**config.mk**
```make
export PLATFORM = sky130hd
export DESIGN_NAME = wishbone_slave_decoder
export DESIGN_NICKNAME = d
export VERILOG_FILES = /design/src/rtl/wishbone_slave_decoder.sv
export SDC_FILE = /design/constraint.sdc
export NUM_CORES = 1
export LEC_CHECK = 0
export ABC_CLOCK_PERIOD_IN_PS = 4750
export CAP_MARGIN = 0
export CELL_PAD_IN_SITES_DETAIL_PLACEMENT = 0
export CELL_PAD_IN_SITES_GLOBAL_PLACEMENT = 2
export CORE_MARGIN = 2
export CORE_UTILIZATION = 22
export DETAILED_ROUTE_END_ITERATION = 10
export PLACE_DENSITY = 0.95
export SLEW_MARGIN = 20
export SYNTH_ARGS = -nofsm -noshare
export SYNTH_HDL_FRONTEND = slang
export SYNTH_SLANG_ARGS = --single-unit
```
**constraint.sdc**
```tcl
create_clock -name clk -period 4.75 [get_ports clk]
set_input_delay 0.95 -clock clk [delete_from_list [all_inputs] [get_ports clk]]
set_output_delay 0.95 -clock clk [all_outputs]
set_load 0.03 [all_outputs]
```
**src/rtl/wishbone_slave_decoder.sv**
```systemverilog
// Routes the granted Wishbone master cycle to one of NSLV slaves by address,
// with registered strobes/responses, unmapped-slave errors and a wait timeout.
module wishbone_slave_decoder #(
  parameter int              AW      = 32,
  parameter int              DW      = 32,
  parameter int              NSLV    = 4,
  parameter int              SEL_MSB = 31,
  parameter logic [NSLV-1:0] SLV_EN  = 4'hF,
  parameter int              TIMEOUT = 255
) (
  input  logic                 clk,
  input  logic                 reset,
  input  logic                 m_cyc_i,
  input  logic                 m_stb_i,
  input  logic                 m_we_i,
  input  logic [AW-1:0]        m_adr_i,
  input  logic [DW-1:0]        m_dat_i,
  input  logic [DW/8-1:0]      m_sel_i,
  output logic [DW-1:0]        m_dat_o,
  output logic                 m_ack_o,
  output logic                 m_err_o,
  output logic [NSLV-1:0]      s_cyc_o,
  output logic [NSLV-1:0]      s_stb_o,
  output logic                 s_we_o,
  output logic [AW-1:0]        s_adr_o,
  output logic [DW-1:0]        s_dat_o,
  output logic [DW/8-1:0]      s_sel_o,
  input  logic [NSLV*DW-1:0]   s_dat_i,
  input  logic [NSLV-1:0]      s_ack_i,
  input  logic [NSLV-1:0]      s_err_i,
  input  logic                 scan_in0,
  input  logic                 scan_enable,
  input  logic                 test_mode,
  output logic                 scan_out0
);

  localparam int          SW     = DW / 8;
  localparam int          IW     = $clog2(NSLV);
  localparam logic [15:0] TO_CNT = 16'(TIMEOUT);

  typedef enum logic [1:0] {IDLE, ACTIVE, RESP, ERR} state_t;

  state_t          state, state_nxt;
  logic [IW-1:0]   idx, idx_nxt, req_idx;
  logic [15:0]     count, count_nxt;
  logic            req, latch;
  logic            sel_ack, sel_err, timed_out;
  logic [DW-1:0]   sel_dat;
  logic            ack_nxt, err_nxt;
  logic [DW-1:0]   dat_nxt;
  logic [NSLV-1:0] strb_nxt;

  // No scan chain is stitched here; the DFT pins only feed a benign AND.
  assign scan_out0 = scan_in0 & scan_enable & test_mode;

  assign req       = m_cyc_i & m_stb_i;
  assign req_idx   = m_adr_i[SEL_MSB -: IW];
  assign sel_ack   = s_ack_i[idx];
  assign sel_err   = s_err_i[idx];
  assign sel_dat   = s_dat_i[int'(idx)*DW +: DW];
  assign timed_out = (count == TO_CNT);

  // State and output registers; the whole bus side clears on reset so an
  // aborted cycle can never produce a late ack or err.
  always_ff @(posedge clk) begin
    if (reset) begin
      state   <= IDLE;
      idx     <= '0;
      count   <= '0;
      m_ack_o <= 1'b0;
      m_err_o <= 1'b0;
      m_dat_o <= '0;
      s_cyc_o <= '0;
      s_stb_o <= '0;
      s_we_o  <= 1'b0;
      s_adr_o <= '0;
      s_dat_o <= '0;
      s_sel_o <= '0;
    end else begin
      state   <= state_nxt;
      idx     <= idx_nxt;
      count   <= count_nxt;
      m_ack_o <= ack_nxt;
      m_err_o <= err_nxt;
      m_dat_o <= dat_nxt;
      s_cyc_o <= strb_nxt;
      s_stb_o <= strb_nxt;
      if (latch) begin
        s_we_o  <= m_we_i;
        s_adr_o <= m_adr_i;
        s_dat_o <= m_dat_i;
        s_sel_o <= m_sel_i;
      end
    end
  end

  // Next-state logic; an abort by the master outranks any slave response.
  always_comb begin
    state_nxt = state;
    case (state)
      IDLE:    if (req) state_nxt = SLV_EN[req_idx] ? ACTIVE : ERR;
      ACTIVE: begin
        if (!m_cyc_i)                             state_nxt = IDLE;
        else if (sel_err || sel_ack || timed_out) state_nxt = RESP;
      end
      RESP:    state_nxt = IDLE;
      ERR:     state_nxt = IDLE;
      default: state_nxt = IDLE;
    endcase
  end

  // Output logic: next values for the registered bus signals.
  always_comb begin
    latch     = 1'b0;
    ack_nxt   = 1'b0;
    err_nxt   = 1'b0;
    dat_nxt   = m_dat_o;
    count_nxt = '0;
    case (state)
      IDLE: begin
        if (req) begin
          latch = 1'b1;
          if (!SLV_EN[req_idx]) begin
            err_nxt = 1'b1;
            dat_nxt = '0;
          end
        end
      end
      ACTIVE: begin
        count_nxt = count + 16'd1;
        if (m_cyc_i) begin
          if (sel_err) begin
            err_nxt = 1'b1;
            dat_nxt = '0;
          end else if (sel_ack) begin
            ack_nxt = 1'b1;
            dat_nxt = sel_dat;
          end else if (timed_out) begin
            err_nxt = 1'b1;
            dat_nxt = '0;
          end
        end
      end
      default: ;
    endcase
    idx_nxt  = latch ? req_idx : idx;
    strb_nxt = (state_nxt == ACTIVE) ? (NSLV'(1) << idx_nxt) : '0;
  end

endmodule

```
==> results.yml, run 1 <==
status:
  outcome: "complete, no violations"
sta:
  max_slew.worst_pin.slew_ns: 0.982
  post-route-period-util_pct: 66.4
  max_slew_margin_pct: 34.3
  rsz0062_at_grt: "no"
  whs_ns: 0.449
  fin_skew_ns: 0.0150
  slew_violations: 0
  timing.final.hold_violations: 0
  finalSetupViolCount: 0
  post-route-min-period_ns: 3.15
  fmax_mhz: 317
  fin_setup_tns_ns: 0
floorplan:
  pin_count: 324
  die_x_um: 163
  fp.dieH_um: 163
  start_util_pct: 22.2
  dieArea_um2: 26500
  core-area_um2: 25000
  num_rows: 58
critical_path:
  endpoint_kind: "output port"
  cpPeakStageDelay_ns: 0.66
  path_buf_inv: 2
  rrSetupSlack_ns: 2.21
  crit_required_ns: 3.80
  cp_max_fo: 1
  crit_top_cell: "clkdlybuf4s50_1"
  cp-start-kind: "primary input"
  path_cells: "clkdlybuf4s50_1 > and3_1 > clkdlybuf4s50_1"
  slowest_stage: "clkdlybuf4s50_1"
  path_class: "in -> out"
  critical-path-top-delay-family: "buffers and inverters"
  crit_arrival_ns: 2.20
yosys:
  synth.distinct_cells: 38
  synth_edf_count: 0
  synth_seq_cells: 127
  netlist_area_um2: 5540
  ys.flop_type: "dfxtp_1"
  syn_avg_cell_area_um2: 9.22
  ys_warn_count: 0
  synthArstFlopShare_pct: 0
  synthTopCellsByCount: "nand2_1, dfxtp_1, a21oi_1"
  yosysTopAreaCell: "dfxtp_1"
  synth_top_area_share_pct: 45.9
  syn-num-nets: 814
  synth_cells: 601
  synth.most_common_cell: "nand2_1"
  synth_area_leaders: "dfxtp_1, mux4_2, nand2_1"
  yosysSeqAreaShare_pct: 45.9
detailed_routing:
  vias: 5437
  drc_errors: 0
  detail-route-antenna-nets: 0
  wl_per_cell_um: 15.8
  vias_per_cell: 4.38
  drt-total-wl_mm: 19.6
  first_pass_iters: 4
  drt_iter0_drc: 198
placed_design:
  place_congestion: 0.776
  place_area_um2: 9020
  numPortBuffers: 323
  hpwlAfterDp_mm: 14.4
  dp_cells: 1210
cts:
  cts_htree_levels: 4
  root_buffer: "clkbuf_16"
  cts_buffers: 17
  cts_resized: 0
  hold_buffers: 0
  path_clk_slew_ns: 0.06
  clk_latency_ns: 0.42
  cts_tree: "built"
  cts_setup_buffers: 0
  cts_buffer_depth: 2
  clkSinkCount: 127
finish:
  utilization_pct: 38.5
  insertedDiodeCount: 0
  synthToLayoutAreaGrowth_pct: 73.4
  stdcell_area_um2: 9610
  final_cells: 1241
  drive_gt1_share_pct: 11.5
  fin_nets: 1112
grt:
  met2_usage_pct: 24.9
  grt_pass1_wl_mm: 30.2
  overflow: 0
  gr-usage-met3_pct: 6.24
  grt.busiest_layer: "met2"
  met1_usage_pct: 16.6
  grt_max_degree: 73
  grt_pass1_vias: 5703
  grt_usage_pct: 14.7
  antenna_found_initial: 0
worst_hold_path:
  min_path_type: "reg -> reg"
power:
  clockPowerShare_pct: 44.8
  comb_power_share_pct: 17.3
  p_switching_mw: 0.760
  p_seq_share_pct: 37.9
  intPower_mw: 2.22
  switching_share_pct: 25.5
  vdd_drop_max_v: 0.000193
  leakagePower_nw: 3.37
  pwr_density_cell_nw_per_um2: 310
job:
  cap_viol_max_count: 0
[cell families after synthesis]
logic type               Yosys count  synth area share (%)
AND/OR/NAND/NOR                  257                  19.5
adder cells (fa/ha/maj)            1                 0.226
multiplexers                      36                  14.2
XOR/XNOR                          11                  1.74
AO/OA/AOI/OAI                    112                  13.5
buffers and inverters             57                  4.97
flip-flops                       127                  45.9
[routing by layer]
metal | vias to the layer above | wire (um)
met3 | 26 | 1770
met4 | 0 | 376
met5 | - | 0
met2 | 192 | 9710
li1 | 2663 | -
met1 | 2556 | 7730
[tightest hold or removal path, cell delays in order, from the launching register on]
cell and delay (ns):
dfxtp_1 0.31, nand2_1 0.05, o21ai_1 0.05
[state kept, by name (all words and copies together) (netlist names)]
name and flops:
m_dat_o 32, s_adr_o 32, s_dat_o 32, count 16
s_sel_o 4, s_stb_o 4, idx 2, state 2
m_ack_o 1, m_err_o 1, s_we_o 1
[placed cells by master, fill, tap and decap left out, drive strengths merged, types with 5 or more instances in the layout]
cell type        n
o21ai           14
nand3           17
nor2            15
nand2          199
clkbuf          18
clkinv           7
a21oi           72
xor2             9
a22oi           22
nand4            5
clkdlybuf4s50  322
dfxtp          127
mux4            34
inv              6
buf              9
[per-stage QoR]
stage,setup WS [ns],total power [mW]
after floorplan,2.44,1.38
after global placement,1.45,1.67
after detailed placement,1.48,1.67
after CTS,1.59,3.02
after global routing,1.57,3.12
final,1.60,2.98
[worst paths after layout]
check,startpoint,to,cells past startpoint
max reg2reg,idx[0],m_dat_o[25],4
min reg2reg,m_dat_o[15],m_dat_o[15],2
min,m_dat_o[15],m_dat_o[15],2
max,test_mode,scan_out0,3
[layout make-up]
class | count | area [um^2]
well taps | 330 | 413
fillers | 2540 | 15400
clock inverters | 13 | 164
inverters | 5 | 18.8
flip-flops and latches | 127 | 2540
clock buffers | 18 | 429
multi-input cells | 417 | 2750
repair buffers | 331 | 3290
[power by group through the flow]
stage                     logic [mW]  clock network [mW]  registers, mW
after global routing           0.549                1.44           1.13
after detailed placement       0.519                   0           1.15
after global placement         0.516                   0           1.15
after CTS                      0.521                1.37           1.13
after floorplan                0.163                   0           1.22
final                          0.513                1.33           1.13
Note: power is estimated with default switching activity, not from simulation.
==> run 2: changes to the inputs <==
- ABC_CLOCK_PERIOD_IN_PS: 4750 -> 2800
- CORE_UTILIZATION: 22 -> 19
- PLACE_DENSITY: 0.95 -> 0.9
- clock period: 4.75 -> 2.8 ns (I/O delays scaled with it)
==> results.yml, run 2 (synthesis gave the netlist of run 1 again) <==
detailed_routing:
  drt_iter0_drc: 193
  drt-total-wl_mm: 20.4
  drc_errors: 0
  vias_per_cell: 4.17
  wl_per_cell_um: 15.7
  first_pass_iters: 5
  detail-route-antenna-nets: 0
  vias: 5420
sta:
  slew_violations: 0
  finalSetupViolCount: 0
  max_slew_margin_pct: 46.2
  fmax_mhz: 422
  fin_setup_tns_ns: 0
  whs_ns: 0.418
  timing.final.hold_violations: 0
  rsz0062_at_grt: "no"
  post-route-period-util_pct: 84.6
  fin_skew_ns: 0.0216
  max_slew.worst_pin.slew_ns: 0.807
  post-route-min-period_ns: 2.37
cts:
  clk_latency_ns: 0.43
  cts_setup_buffers: 0
  cts_htree_levels: 4
  cts_buffers: 17
  clkSinkCount: 127
  hold_buffers: 0
  cts_buffer_depth: 2
  root_buffer: "clkbuf_16"
  path_clk_slew_ns: 0.06
  cts_resized: 0
  cts_tree: "built"
power:
  pwr_density_cell_nw_per_um2: 512
  p_total_mw: 4.98
  vdd_drop_max_v: 0.000328
  leakagePower_nw: 3.40
floorplan:
  die_x_um: 175
  pin_count: 324
  start_util_pct: 19.3
  num_rows: 62
  dieArea_um2: 30600
  core-area_um2: 28700
  fp.dieH_um: 175
finish:
  drive_gt1_share_pct: 12.1
  fin_nets: 1117
  mostFrequentLayoutCell: "clkdlybuf4s50_1"
  layout_common_cells: "clkdlybuf4s50_1, nand2_1, dfxtp_1"
  multi_input_area_um2: 2750
  top_regs: "m_dat_o: 32 flops, s_adr_o: 32 flops, s_dat_o: 32 flops"
  fillers: 2966
  regArea_um2: 2540
  final_cells: 1301
  synthToLayoutAreaGrowth_pct: 75.5
  insertedDiodeCount: 0
placed_design:
  numPortBuffers: 323
  hpwlAfterDp_mm: 14.8
  place_congestion: 0.754
  dp_cells: 1269
job:
  cap_viol_max_count: 0
grt:
  grt_usage_pct: 13.0
  grt_max_degree: 70
  grt_pass1_vias: 5449
  overflow: 0
  grt_pass1_wl_mm: 30.9
  antenna_found_initial: 0
worst_hold_path:
  hold_depth: 2
  min_to: "idx[0]"
  min_from: "reset"
  min_path_type: "in -> reg"
critical_path:
  worstReg2RegEnd: "m_dat_o[19]"
  cp-start-kind: "primary input"
  cp_max_fo: 1
  path_buf_inv: 2
  crit_required_ns: 2.24
  rrSetupSlack_ns: 0.73
  path_class: "in -> out"
  endpoint_kind: "output port"
  r2r-start: "idx[0]"
  crit_arrival_ns: 1.81
  critical-path-top-delay-family: "buffers and inverters"
  reg2reg_depth: 5
  cpPeakStageDelay_ns: 0.66
  path_cells: "clkdlybuf4s50_1 > and3_1 > clkdlybuf4s50_1"
  crit_top_cell: "clkdlybuf4s50_1"
  slowest_stage: "clkdlybuf4s50_1"
status:
  outcome: "complete, no violations"
-- run 2: changes by cell type in the layout (fill, tap and decap cells not counted), sizes merged --
cell      change
clkbuf        +1
clkinvlp      -1
buf           +5
inv           +3
bufinv        -2
-- run 2: power breakdown --
part	internal, mW	switching [mW]
clock network	1.26	0.917
registers	1.87	0.0379
logic	0.497	0.393
-- run 2: final cells by class --
type / instances / area share, %
clock buffer: 19 / 4.55
clock inverter: 13 / 1.30
inverter: 5 / 0.193
multi-input combinational: 417 / 28.3
sequential: 127 / 26.2
tap: 384 / 4.94
timing repair buffer: 336 / 34.6
-- run 2: layer usage --
metal  wire length, um  vias to the layer above  GRT usage, %
met5                 0                        -             0
met4               276                        0          3.44
met3              1850                       16          5.35
met2              9980                      215          22.5
met1              8300                     2513          14.8
li1                  -                     2676             -
-- run 2: metrics by stage --
stage                     area, um^2  utilization [%]  setup slack [ns]
after floorplan                 5540                -             0.878
after global placement          9160             31.9             0.282
after detailed placement        9160             31.9             0.261
after CTS                       9730             33.9             0.419
after global routing            9730             33.9             0.403
final                           9730             33.9             0.430
-- run 2: how the worst max path moves through the flow --
stage,startpoint,endpoint,slack [ns],depth (start not counted)
2_1_floorplan,s_err_i[3],m_dat_o[0],0.88,5
3_3_place_gp,s_err_i[3],m_dat_o[25],0.28,6
3_5_place_dp,s_err_i[3],m_dat_o[7],0.26,6
4_1_cts,test_mode,scan_out0,0.42,3
5_1_grt,test_mode,scan_out0,0.40,3
6_report,test_mode,scan_out0,0.43,3
-- run 2: worst reg2reg max path: cells and delay by family, from the launching register on --
family                 cells  cell delay (ns)
AO/OA/AOI/OAI              3             0.74
buffers and inverters      1             0.23
flip-flops                 1             0.44
multiplexers               1             0.57
==> run 3: changes to the inputs <==
- ABC_CLOCK_PERIOD_IN_PS: 2800 -> 2100
- clock period: 2.8 -> 2.1 ns (I/O delays scaled with it)
==> results.yml, run 3 (synthesis gave the netlist of run 1 again) <==
sta:
  timing.final.hold_violations: 0
  slew_violations: 0
  fmax_mhz: 506
  max_slew.worst_pin.slew_ns: 0.630
  setup_slack_ns: 0.123
  fin_setup_tns_ns: 0
  max_slew_margin_pct: 57.9
  fin_skew_ns: 0.00717
  post-route-period-util_pct: 94.1
  post-route-min-period_ns: 1.98
  finalSetupViolCount: 0
  rsz0062_at_grt: "no"
cts:
  cts_setup_buffers: 0
  cts_buffer_depth: 2
  root_buffer: "clkbuf_16"
  clk_latency_ns: 0.41
  hold_buffers: 0
  path_clk_slew_ns: 0.06
  cts_buffers: 17
  cts_tree: "built"
  cts_resized: 0
  cts_htree_levels: 4
  clkSinkCount: 127
power:
  intPower_mw: 5.36
  clockPowerShare_pct: 47.1
  pwr_density_cell_nw_per_um2: 715
  switching_share_pct: 25.1
  p_switching_mw: 1.79
  comb_power_share_pct: 17.3
  leakagePower_nw: 3.54
  p_seq_share_pct: 35.6
  vdd_drop_max_v: 0.000374
floorplan:
  fp.dieH_um: 175
  die_x_um: 175
  dieArea_um2: 30600
  start_util_pct: 19.3
  pin_count: 324
  core-area_um2: 28700
  num_rows: 62
critical_path:
  r2r-start: "idx[0]"
  crit_arrival_ns: 1.56
  critical-path-top-delay-family: "buffers and inverters"
  slowest_stage: "clkdlybuf4s50_1"
  path_buf_inv: 1
  endpoint_kind: "output port"
  crit_required_ns: 1.68
  rrSetupSlack_ns: 0.18
  path_cells: "clkdlybuf4s50_1"
  cp-start-kind: "register"
  path_class: "reg -> out"
  worstReg2RegEnd: "m_dat_o[5]"
  cp_max_fo: 2
  cpPeakStageDelay_ns: 0.72
  reg2reg_depth: 5
detailed_routing:
  vias_per_cell: 4.21
  wl_per_cell_um: 15.8
  vias: 5520
  drc_errors: 0
  drt-total-wl_mm: 20.7
  first_pass_iters: 4
  detail-route-antenna-nets: 0
  drt_iter0_drc: 206
grt:
  antenna_found_initial: 1
  grt_max_degree: 70
  overflow: 0
  grt_pass1_wl_mm: 31.4
  grt_usage_pct: 13.3
  grt_pass1_vias: 5657
finish:
  utilization_pct: 34.8
  drive_gt1_share_pct: 13.4
  synthToLayoutAreaGrowth_pct: 80.3
  mostFrequentLayoutCell: "clkdlybuf4s50_1"
  top_regs: "m_dat_o: 32 flops, s_adr_o: 32 flops, s_dat_o: 32 flops"
  stdcell_area_um2: 9990
  layout_common_cells: "clkdlybuf4s50_1, nand2_1, dfxtp_1"
  insertedDiodeCount: 0
  fin_nets: 1128
placed_design:
  dp_slack_ns: -0.205
  hpwlAfterDp_mm: 15.3
  place_area_um2: 9330
  place_congestion: 0.775
  numPortBuffers: 323
job:
  cap_viol_max_count: 0
worst_hold_path:
  min_from: "reset"
  hold_depth: 3
  min_path_type: "in -> reg"
  min_to: "count[1]"
status:
  outcome: "complete, no violations"
## run 3: cell types whose count changed in the layout (fill, tap and decap cells not counted), sizes merged
| cell | previous run | this run |
|---|---|---|
| clkinvlp | 1 | 0 |
| bufinv | 1 | 5 |
| buf | 14 | 26 |
| clkbuf | 19 | 18 |
| clkdlybuf4s50 | 322 | 321 |
| clkinv | 7 | 5 |
## run 3: metal layers
| metal | track usage (%) | vias up | part of all wire, % |
|---|---|---|---|
| li1 | - | 2695 | - |
| met4 | 4.44 | 2 | 1.6 |
| met3 | 5.50 | 21 | 9.3 |
| met5 | 0 | - | 0.063 |
| met2 | 22.7 | 208 | 49 |
| met1 | 14.9 | 2594 | 40 |
## run 3: layout make-up
class	count	area, um^2
clock buffer	18	439
clock inverter	14	228
fill	2955	18700
inverter	5	18.8
multi-input combinational	417	2750
sequential	127	2540
tap	384	480
timing repair buffer	347	3530
## run 3: how the worst max path moves through the flow
stage                     slack, ns        from  cells after the start          end
after floorplan                0.26      idx[0]                      6   m_dat_o[0]
after global placement        -0.19  s_err_i[2]                      7  m_dat_o[25]
after detailed placement      -0.21  s_err_i[2]                      6  m_dat_o[17]
after CTS                      0.07  s_stb_o[0]                      1   s_cyc_o[0]
after global routing           0.09  s_stb_o[0]                      1   s_cyc_o[0]
final                          0.12  s_stb_o[0]                      1   s_cyc_o[0]
## run 3: power by group through the flow
stage	Combinational (mW)	Sequential, mW	Clock (mW)
6_report	1.23	2.54	3.37
2_1_floorplan	0.368	2.75	0
4_1_cts	1.25	2.55	3.49
3_3_place_gp	1.24	2.60	0
5_1_grt	1.32	2.55	3.59
3_5_place_dp	1.25	2.60	0
## run 3: metrics by stage
| step | power [mW] | cells | hold slack, ns |
|---|---|---|---|
| floorplan | 3.12 | 601 | 0.426 |
| global placement | 3.84 | 1280 | 0.439 |
| detailed placement | 3.84 | 1280 | 0.440 |
| CTS | 7.29 | 1312 | 0.405 |
| global route | 7.46 | 1312 | 0.414 |
| finish | 7.15 | 1312 | 0.420 |
## run 3: tightest hold or removal path: cells and delay by family
family	cells	cell delay, ns
buffers and inverters	1	0.12
AND/OR/NAND/NOR	2	0.24
